<file path="config.mk">
export PLATFORM = sky130hd
export DESIGN_NAME = seg7_scan_drv
export DESIGN_NICKNAME = d
export VERILOG_FILES = /design/src/rtl/seg7_scan_drv_pkg.sv /design/src/rtl/seg7_scan_drv_hex7seg_dec.sv /design/src/rtl/seg7_scan_drv.sv
export SDC_FILE = /design/constraint.sdc
export NUM_CORES = 1
export LEC_CHECK = 0
export ABC_AREA = 1
export BUFFER_PORTS_ARGS = -buffer_cell sky130_fd_sc_hd__buf_2
export CAP_MARGIN = 25
export CORE_MARGIN = 5
export CORE_UTILIZATION = 58
export CTS_CLUSTER_DIAMETER = 80
export DETAILED_ROUTE_END_ITERATION = 6
export PLACE_DENSITY = 0.8
export RECOVER_POWER = 50
export SETUP_SLACK_MARGIN = 0.4
export SYNTH_ARGS = -nofsm -noshare
export SYNTH_HDL_FRONTEND = slang
export SYNTH_SLANG_ARGS = --single-unit
</file>
<file path="constraint.sdc">
create_clock -name clk -period 3.19 [get_ports clk]
set_clock_uncertainty 0.05 [all_clocks]
set_input_delay 0.319 -clock clk [delete_from_list [all_inputs] [get_ports clk]]
set_output_delay 0.319 -clock clk [all_outputs]
set_load 0.02 [all_outputs]
</file>
<file path="src/rtl/seg7_scan_drv_pkg.sv">
// Shared constants for the 7-segment display back-end: hex glyph table,
// blank/off codes and default counter widths.
package seg7_scan_drv_pkg;

  localparam int SCAN_W_DEF  = 17;
  localparam int BLINK_W_DEF = 25;

  localparam logic [7:0] SEG_BLANK = 8'hFF;
  localparam logic [7:0] AN_OFF    = 8'hFF;

  // Active-low {g,f,e,d,c,b,a} glyphs, entry n is hex digit n.
  localparam logic [15:0][6:0] HEX_SEG = {
    7'h0E, 7'h06, 7'h21, 7'h46,   // F E d C
    7'h03, 7'h08, 7'h10, 7'h00,   // b A 9 8
    7'h78, 7'h02, 7'h12, 7'h19,   // 7 6 5 4
    7'h30, 7'h24, 7'h79, 7'h40    // 3 2 1 0
  };

endpackage

</file>
<file path="src/rtl/seg7_scan_drv_hex7seg_dec.sv">
// Combinational nibble to active-low 7-segment glyph decoder.
module hex7seg_dec
  import seg7_scan_drv_pkg::*;
(
  input  logic [3:0] nib,
  output logic [6:0] seg
);

  // Table lookup of the glyph for this nibble.
  always_comb begin
    seg = HEX_SEG[nib];
  end

endmodule

</file>
<file path="src/rtl/seg7_scan_drv.sv">
// Eight-digit common-anode 7-segment scan driver with per-frame input
// snapshot, decimal points, blink and leading-zero blanking.
module seg7_scan_drv
  import seg7_scan_drv_pkg::*;
#(
  parameter int SCAN_W  = SCAN_W_DEF,
  parameter int BLINK_W = BLINK_W_DEF
) (
  input  logic        clk,
  input  logic        rst,
  input  logic        EN,
  input  logic        lz_en,
  input  logic [31:0] Disp_num,
  input  logic [7:0]  point_in,
  input  logic [7:0]  LE_in,
  output logic [7:0]  AN,
  output logic [7:0]  SEG
);

  logic [SCAN_W-1:0]  presc;
  logic [2:0]         idx;
  logic [BLINK_W-1:0] blink_cnt;
  logic [31:0]        sh_num;
  logic [7:0]         sh_point;
  logic [7:0]         sh_le;
  logic               load_pend;

  logic               tick;
  logic               snap;
  logic               blink_off;
  logic               upper_zero;
  logic [7:0]         lz_blank;
  logic [3:0]         nib;
  logic [6:0]         seg7;
  logic               dp;
  logic               blank;
  logic [7:0]         seg_next;
  logic [7:0]         an_next;

  // Scan tick, frame-boundary snapshot strobe and blink phase.
  always_comb begin
    tick      = &presc;
    snap      = (tick && (idx == 3'd7)) || load_pend;
    blink_off = blink_cnt[BLINK_W-1];
  end

  // Free-running prescaler, digit index and blink counter.
  always_ff @(posedge clk) begin
    if (rst) begin
      presc     <= '0;
      idx       <= '0;
      blink_cnt <= '0;
    end else begin
      presc     <= presc + SCAN_W'(1);
      blink_cnt <= blink_cnt + BLINK_W'(1);
      if (tick) idx <= idx + 3'd1;
    end
  end

  // Shadow copy of the inputs, refreshed only at frame wrap or right after reset.
  always_ff @(posedge clk) begin
    if (rst) begin
      sh_num    <= '0;
      sh_point  <= '0;
      sh_le     <= '0;
      load_pend <= 1'b1;
    end else begin
      load_pend <= 1'b0;
      if (snap) begin
        sh_num   <= Disp_num;
        sh_point <= point_in;
        sh_le    <= LE_in;
      end
    end
  end

  // Digit i is blanked when every nibble from i upward is zero; digit 0 never is.
  always_comb begin
    upper_zero = 1'b1;
    lz_blank   = '0;
    for (int i = 7; i >= 1; i--) begin
      upper_zero  = upper_zero && (sh_num[4*i +: 4] == 4'd0);
      lz_blank[i] = lz_en && upper_zero;
    end
  end

  hex7seg_dec u_dec (
    .nib (nib),
    .seg (seg7)
  );

  // Current digit's glyph, point and blanking; blink also hides the point.
  always_comb begin
    nib      = sh_num[{idx, 2'b00} +: 4];
    dp       = ~sh_point[idx];
    blank    = (sh_le[idx] && blink_off) || lz_blank[idx];
    seg_next = blank ? SEG_BLANK : {dp, seg7};
    an_next  = EN ? ~(8'b1 << idx) : AN_OFF;
  end

  // Anode and segment pins register together so they never skew.
  always_ff @(posedge clk) begin
    if (rst) begin
      AN  <= AN_OFF;
      SEG <= SEG_BLANK;
    end else begin
      AN  <= an_next;
      SEG <= seg_next;
    end
  end

endmodule

</file>
== Yosys cells after proc, flatten, opt, wreduce, memory -nomap -nowiden ==
Memories as Yosys holds them, arrays and structs flattened. A register that Yosys moved wholly into a read port is not among the register bits.
Index checks and enable logic that the tools add are counted.

* Bits in registers: 110
* ROM bits: 112
* Input bits: 52
* Output and inout port bits: 16
* Word-level logic and storage cells: 56
* Memories kept: 1

* $add $sub $neg: 3
* Order comparisons: 2
* Equal/unequal tests: 1
* Shift operators: 2
* Mux-type cells: 8
* Bitwise gates (word level): 3
* Reduce and logical (&&, ||, !) cells: 27

{| class="wikitable"
|+ Memories
! name !! words !! width !! read ports !! clocked after Yosys merged registers in !! write ports !! line !! RTL
|-
| (no name shown) || 16 || 7 || 1 || 1 || 0 || seg7_scan_drv_hex7seg_dec.sv:11 || <nowiki>seg = HEX_SEG[nib];</nowiki>
|}

{| class="wikitable"
|+ Operator list
! operator !! number
|-
| 32-bit by 6-bit variable part select with 4-bit output || 1
|-
| 4-bit logical NOT || 7
|-
| 25-bit by 1-bit adder with 25-bit output (second input constant) || 1
|-
| 17-bit by 1-bit adder with 17-bit output (second input constant) || 1
|-
| 17-bit AND reduction || 1
|-
| 1-bit logical AND || 15
|-
| 1-bit binary-select mux with 3-bit select || 3
|-
| 8-bit NOT || 1
|-
| 1-bit by 3-bit << shifter with 8-bit output (first input constant) || 1
|-
| 7-bit 2-to-1 mux || 1
|-
| 4-bit by 5-bit less-than comparator with 1-bit output (second input constant) || 1
|-
| 3-bit by 4-bit less-than comparator with 1-bit output (second input constant) || 1
|-
| 1-bit 2-to-1 mux || 4
|-
| 2-bit OR reduction || 2
|-
| 3-bit by 1-bit adder with 3-bit output (second input constant) || 1
|-
| 3-bit == test (second input constant) || 1
|-
| 1-bit logical OR || 2
|-
| 1-bit NOT || 2
|}

== Depth between registers and ports, before layout ==
* Word-level depth: 12
* Mapped depth: 17
* Mapped depth without buffers: 16

== Hierarchy ==
From an unflattened synthesis, not the netlist that was laid out.

* Cells, all modules: 728
* Area total of the unflattened synthesis: 5,086.1 sq um

{| class="wikitable"
|+ Modules (own cells, without submodules)
! module !! times used !! cells each !! area each (sq um)
|-
| seg7_scan_drv || 1 || 679 || 4,812.1
|-
| hex7seg_dec || 1 || 49 || 274.0
|}

== Least setup slack after synthesis ==
No wires, ideal clock.

* Path kind: reg-to-reg
* Start point: register presc[0]
* End point: register sh_le[0]
* Arrival time: 2.139 ns
* Required time: 3.070 ns
* Slack: 0.931 ns
* Stages on the path, launching flop included: 17
* Path buffers: 2
* Period minus slack after synthesis: 2.259 ns
* Cells stage by stage: dfxtp_1 -> ha_1 -> nand2_1 -> inv_1 -> nand3_2 -> nor2_1 -> nand2_1 -> nor2_2 -> nand3_1 -> nor3_1 -> ha_1 -> nand2_1 -> inv_1 -> nor2_2 -> buf_2 -> buf_2 -> a21oi_1

* Cells in the longest elaborated chain, start to end: 3

{| class="wikitable"
|+ Ends and longest elaborated chain
! what !! line !! RTL
|-
| start, declared || seg7_scan_drv.sv:20 || <nowiki>logic [SCAN_W-1:0] presc;</nowiki>
|-
| start signal, assigned || seg7_scan_drv.sv:54 || <nowiki>presc <= presc + SCAN_W'(1);</nowiki>
|-
| 17-bit AND reduction || seg7_scan_drv.sv:42 || <nowiki>tick = &presc;</nowiki>
|-
| net tick || seg7_scan_drv.sv:28 || <nowiki>logic tick;</nowiki>
|-
| 1-bit logical AND || seg7_scan_drv.sv:43 || <nowiki>snap = (tick && (idx == 3'd7)) || load_pend;</nowiki>
|-
| 1-bit logical OR || seg7_scan_drv.sv:43 ||
|-
| end signal, assigned || seg7_scan_drv.sv:72 || <nowiki>sh_le <= LE_in;</nowiki>
|-
| end, declared || seg7_scan_drv.sv:25 || <nowiki>logic [7:0] sh_le;</nowiki>
|}

The timed path passes the listed nets, and every way through them passes these cells.
A chain may end at the register's enable or synchronous reset.

== Final worst setup path ==
* Start point: register presc[0]
* End point: register sh_point[0]

* Cells in the longest elaborated chain, start to end: 3

{| class="wikitable"
|+ Ends and longest elaborated chain
! what !! line !! RTL
|-
| 17-bit AND reduction || seg7_scan_drv.sv:42 ||
|-
| net tick || seg7_scan_drv.sv:28 ||
|-
| 1-bit logical AND || seg7_scan_drv.sv:43 ||
|-
| 1-bit logical OR || seg7_scan_drv.sv:43 ||
|-
| end signal, assigned || seg7_scan_drv.sv:71 || <nowiki>sh_point <= point_in;</nowiki>
|-
| end, declared || seg7_scan_drv.sv:24 || <nowiki>logic [7:0] sh_point;</nowiki>
|}

The timed path passes the listed nets, and every way through them passes these cells.

==> results.toml <==
[run_status]
status = "finished, final reports clean"

[finish]
final_nets = 859
regArea_mm2 = 0.00220
n_antenna_cell = 0
fin_area_mm2 = 0.00576
finalNonFillerCells = 905
final_common_cell = "nand2_1"
post-route-util = 0.660
multi_input_area_mm2 = 0.00246
syn_to_final_growth_pct = 11.5
final_cell_mix = "nand2_1 (148), dfxtp_1 (109), nor2_1 (97)"
drive_gt1_frac = 0.120
fillers = 757

[die]
die_y_um = 104
rows = 34
io_pins = 68
die_w_um = 104
core_region_area_mm2 = 0.00872
start_util = 0.592
die_area_mm2 = 0.0109

[sta]
relSlewSlack = 0.0725
fin_hold_ws_ns = 0.170
fin_crit_sh = 0.828
setup_viol = 0
layout_min_cycle_time_ns = 2.64
tightestPinTransition_ns = 1.39
setup_tns_ns = 0
hold_viol_final = 0
drv_slew = 0
rsz0062_at_grt = "no"
max_freq_mhz = 379
setup_ws_ns = 0.549

[clock_tree]
cts_inserted_buffers = 9
root_buffer = "clkbuf_8"
cts_buffer_depth = 2
cts_tree = "yes"
htree_levels = 3
worstSkewPairLatency_ns = 0.37
clock-sinks = 110
clk_pin_slew_worst_paths_ns = 0.10
hold_buffers = 0

[place]
preCtsSetupSlack_ns = 0.309
numPortBuffers = 67
dp_cells = 886
dpl_cell_area_mm2 = 0.00555
gp_congestion = 0.903
hpwl_mm = 8.67

[grt]
overflow = 0
grt_pass1_wl_mm = 20.8
grt_pass1_vias = 4691
antenna_found_initial = 0
grt_max_degree = 40
grt.total_usage = 0.225

[yosys]
synth_seq_cells = 110
ys_seq_area_frac = 0.426
avgSynthCellArea_um2 = 7.05
yosysWarnings = 0
syn_area_mm2 = 0.00516
synth.distinct_cells = 30
syn-num-nets = 800
synth_cells = 733

[power]
intPower_mw = 1.94
p_leak_nw = 2.44
p_sw_uw = 668
p_comb_frac = 0.101
power_frac_clock = 0.340
p_sw_frac = 0.256
total_power_mw = 2.61
p_seq_frac = 0.558
peakVddDrop_mv = 0.353
p_per_area_mw_per_mm2 = 453

[critical_path]
cp_slowest_stage_delay_ns = 0.37
setup.worst_path.start_class = "flip-flop"
crit_path_cell_trace = "ha_1 > nand2_1 > inv_1 > nand3_1 > nor2_4 > nand2_1 > nor2_4 > nand3_1 > nor3_2 > ha_2 > nand2_1 > inv_2 > nor2_4 > buf_16 > buf_6 > o21ai_0 > a21oi_1"
reg2reg_depth = 17
critical_path_class = "reg2reg"
cp-end-kind = "flip-flop"
cp.arrival_ns = 2.86
slowest_stage = "dfxtp_1"
crit_required_ns = 3.40
path_max_fanout = 39

[route]
routed_wl_mm = 12.1
vias = 4807
wl_per_cell_um = 13.4
antenna_left = 0
drc = 0
first_pass_iters = 5
drt_iter0_drc = 245
drt-vias-per-instance = 5.31

[worst_hold_path]
min_path_type = "in2reg"
worstHoldPathCells = 3

[job]
cap_violations = 0
kinds of logic (layout without fill, tap and decap cells):
kind of cell    after synthesis  in the layout  share of synthesized area
simple gates                344            345                      0.293
compound gates              139            139                      0.138
buf+inv                     119            182                     0.0962
flops                       110            110                      0.426
fa+ha+maj                    15             15                     0.0363
xor+xnor                      6              6                     0.0102
path summary, 6_finish.rpt:
kind,startpoint,to,slack [ns]
min reg2reg,presc[0],presc[0],0.41
max reg2reg,presc[0],sh_point[0],0.55
min,point_in[5],sh_point[5],0.17
max,presc[0],sh_point[0],0.55
worst max-delay path, delay by kind of cell (launching register included):
kind	cells	cell delay (ns)
simple gates	9	0.94
buf+inv	4	0.55
fa+ha+maj	2	0.39
flops	1	0.37
compound gates	2	0.22
power by group through the flow:
stage	Sequential, mW	Clock, mW	Combinational [mW]
global route	1.46	0.959	0.304
CTS	1.46	0.905	0.265
detailed placement	1.49	0	0.263
global placement	1.49	0	0.251
floorplan	1.50	0	0.165
finish	1.46	0.889	0.265
synth_stat cells, drive strengths merged:
master | number | area, um^2
nand2 | 150 | 576
dfxtp | 110 | 2200
nor2 | 102 | 415
inv | 90 | 338
o21ai | 70 | 365
nand3 | 69 | 370
a21oi | 68 | 340
buf | 18 | 118
ha | 15 | 188
clkbuf | 11 | 41.3
nand4 | 10 | 62.6
nor3 | 8 | 51.3
nand3b | 4 | 30.0
xnor2 | 3 | 26.3
xor2 | 3 | 26.3
nor3b | 1 | 7.51
o211ai | 1 | 7.51
state kept, by name, indices dropped and copies added (netlist names):
signal and count:
load_pend 1, blink_cnt 25, sh_le 8, AN 8, sh_point 8, presc 17
idx 3, sh_num 32, SEG 8
what timing repair did:
action                                  in CTS  in global routing
endpoints found under the setup margin      15                 30
setup buffers                                1                  1
hold endpoints to repair                     0                  0
gates cloned                                 0                  1
pin swaps                                    1                  1
gates resized for setup                      4                 10
final cells by class:
class	count	share of cell area
Clock inverter	5	0.0111
Clock buffer	11	0.0263
Timing Repair Buffer	76	0.0697
Multi-Input combinational cell	505	0.427
Tap cell	108	0.0235
Sequential cell	110	0.383
Inverter	90	0.0595
layer usage:
layer / track usage / wire length, um / share of wire / up-vias
met5: 0 / 0 / 0 / -
met4: 0.0703 / 208 / 0.017 / 0
met3: 0.0397 / 659 / 0.054 / 19
met2: 0.405 / 6070 / 0.50 / 132
met1: 0.271 / 5160 / 0.43 / 2183
li1: - / - / - / 2473
(Power assumes the default switching activity.)
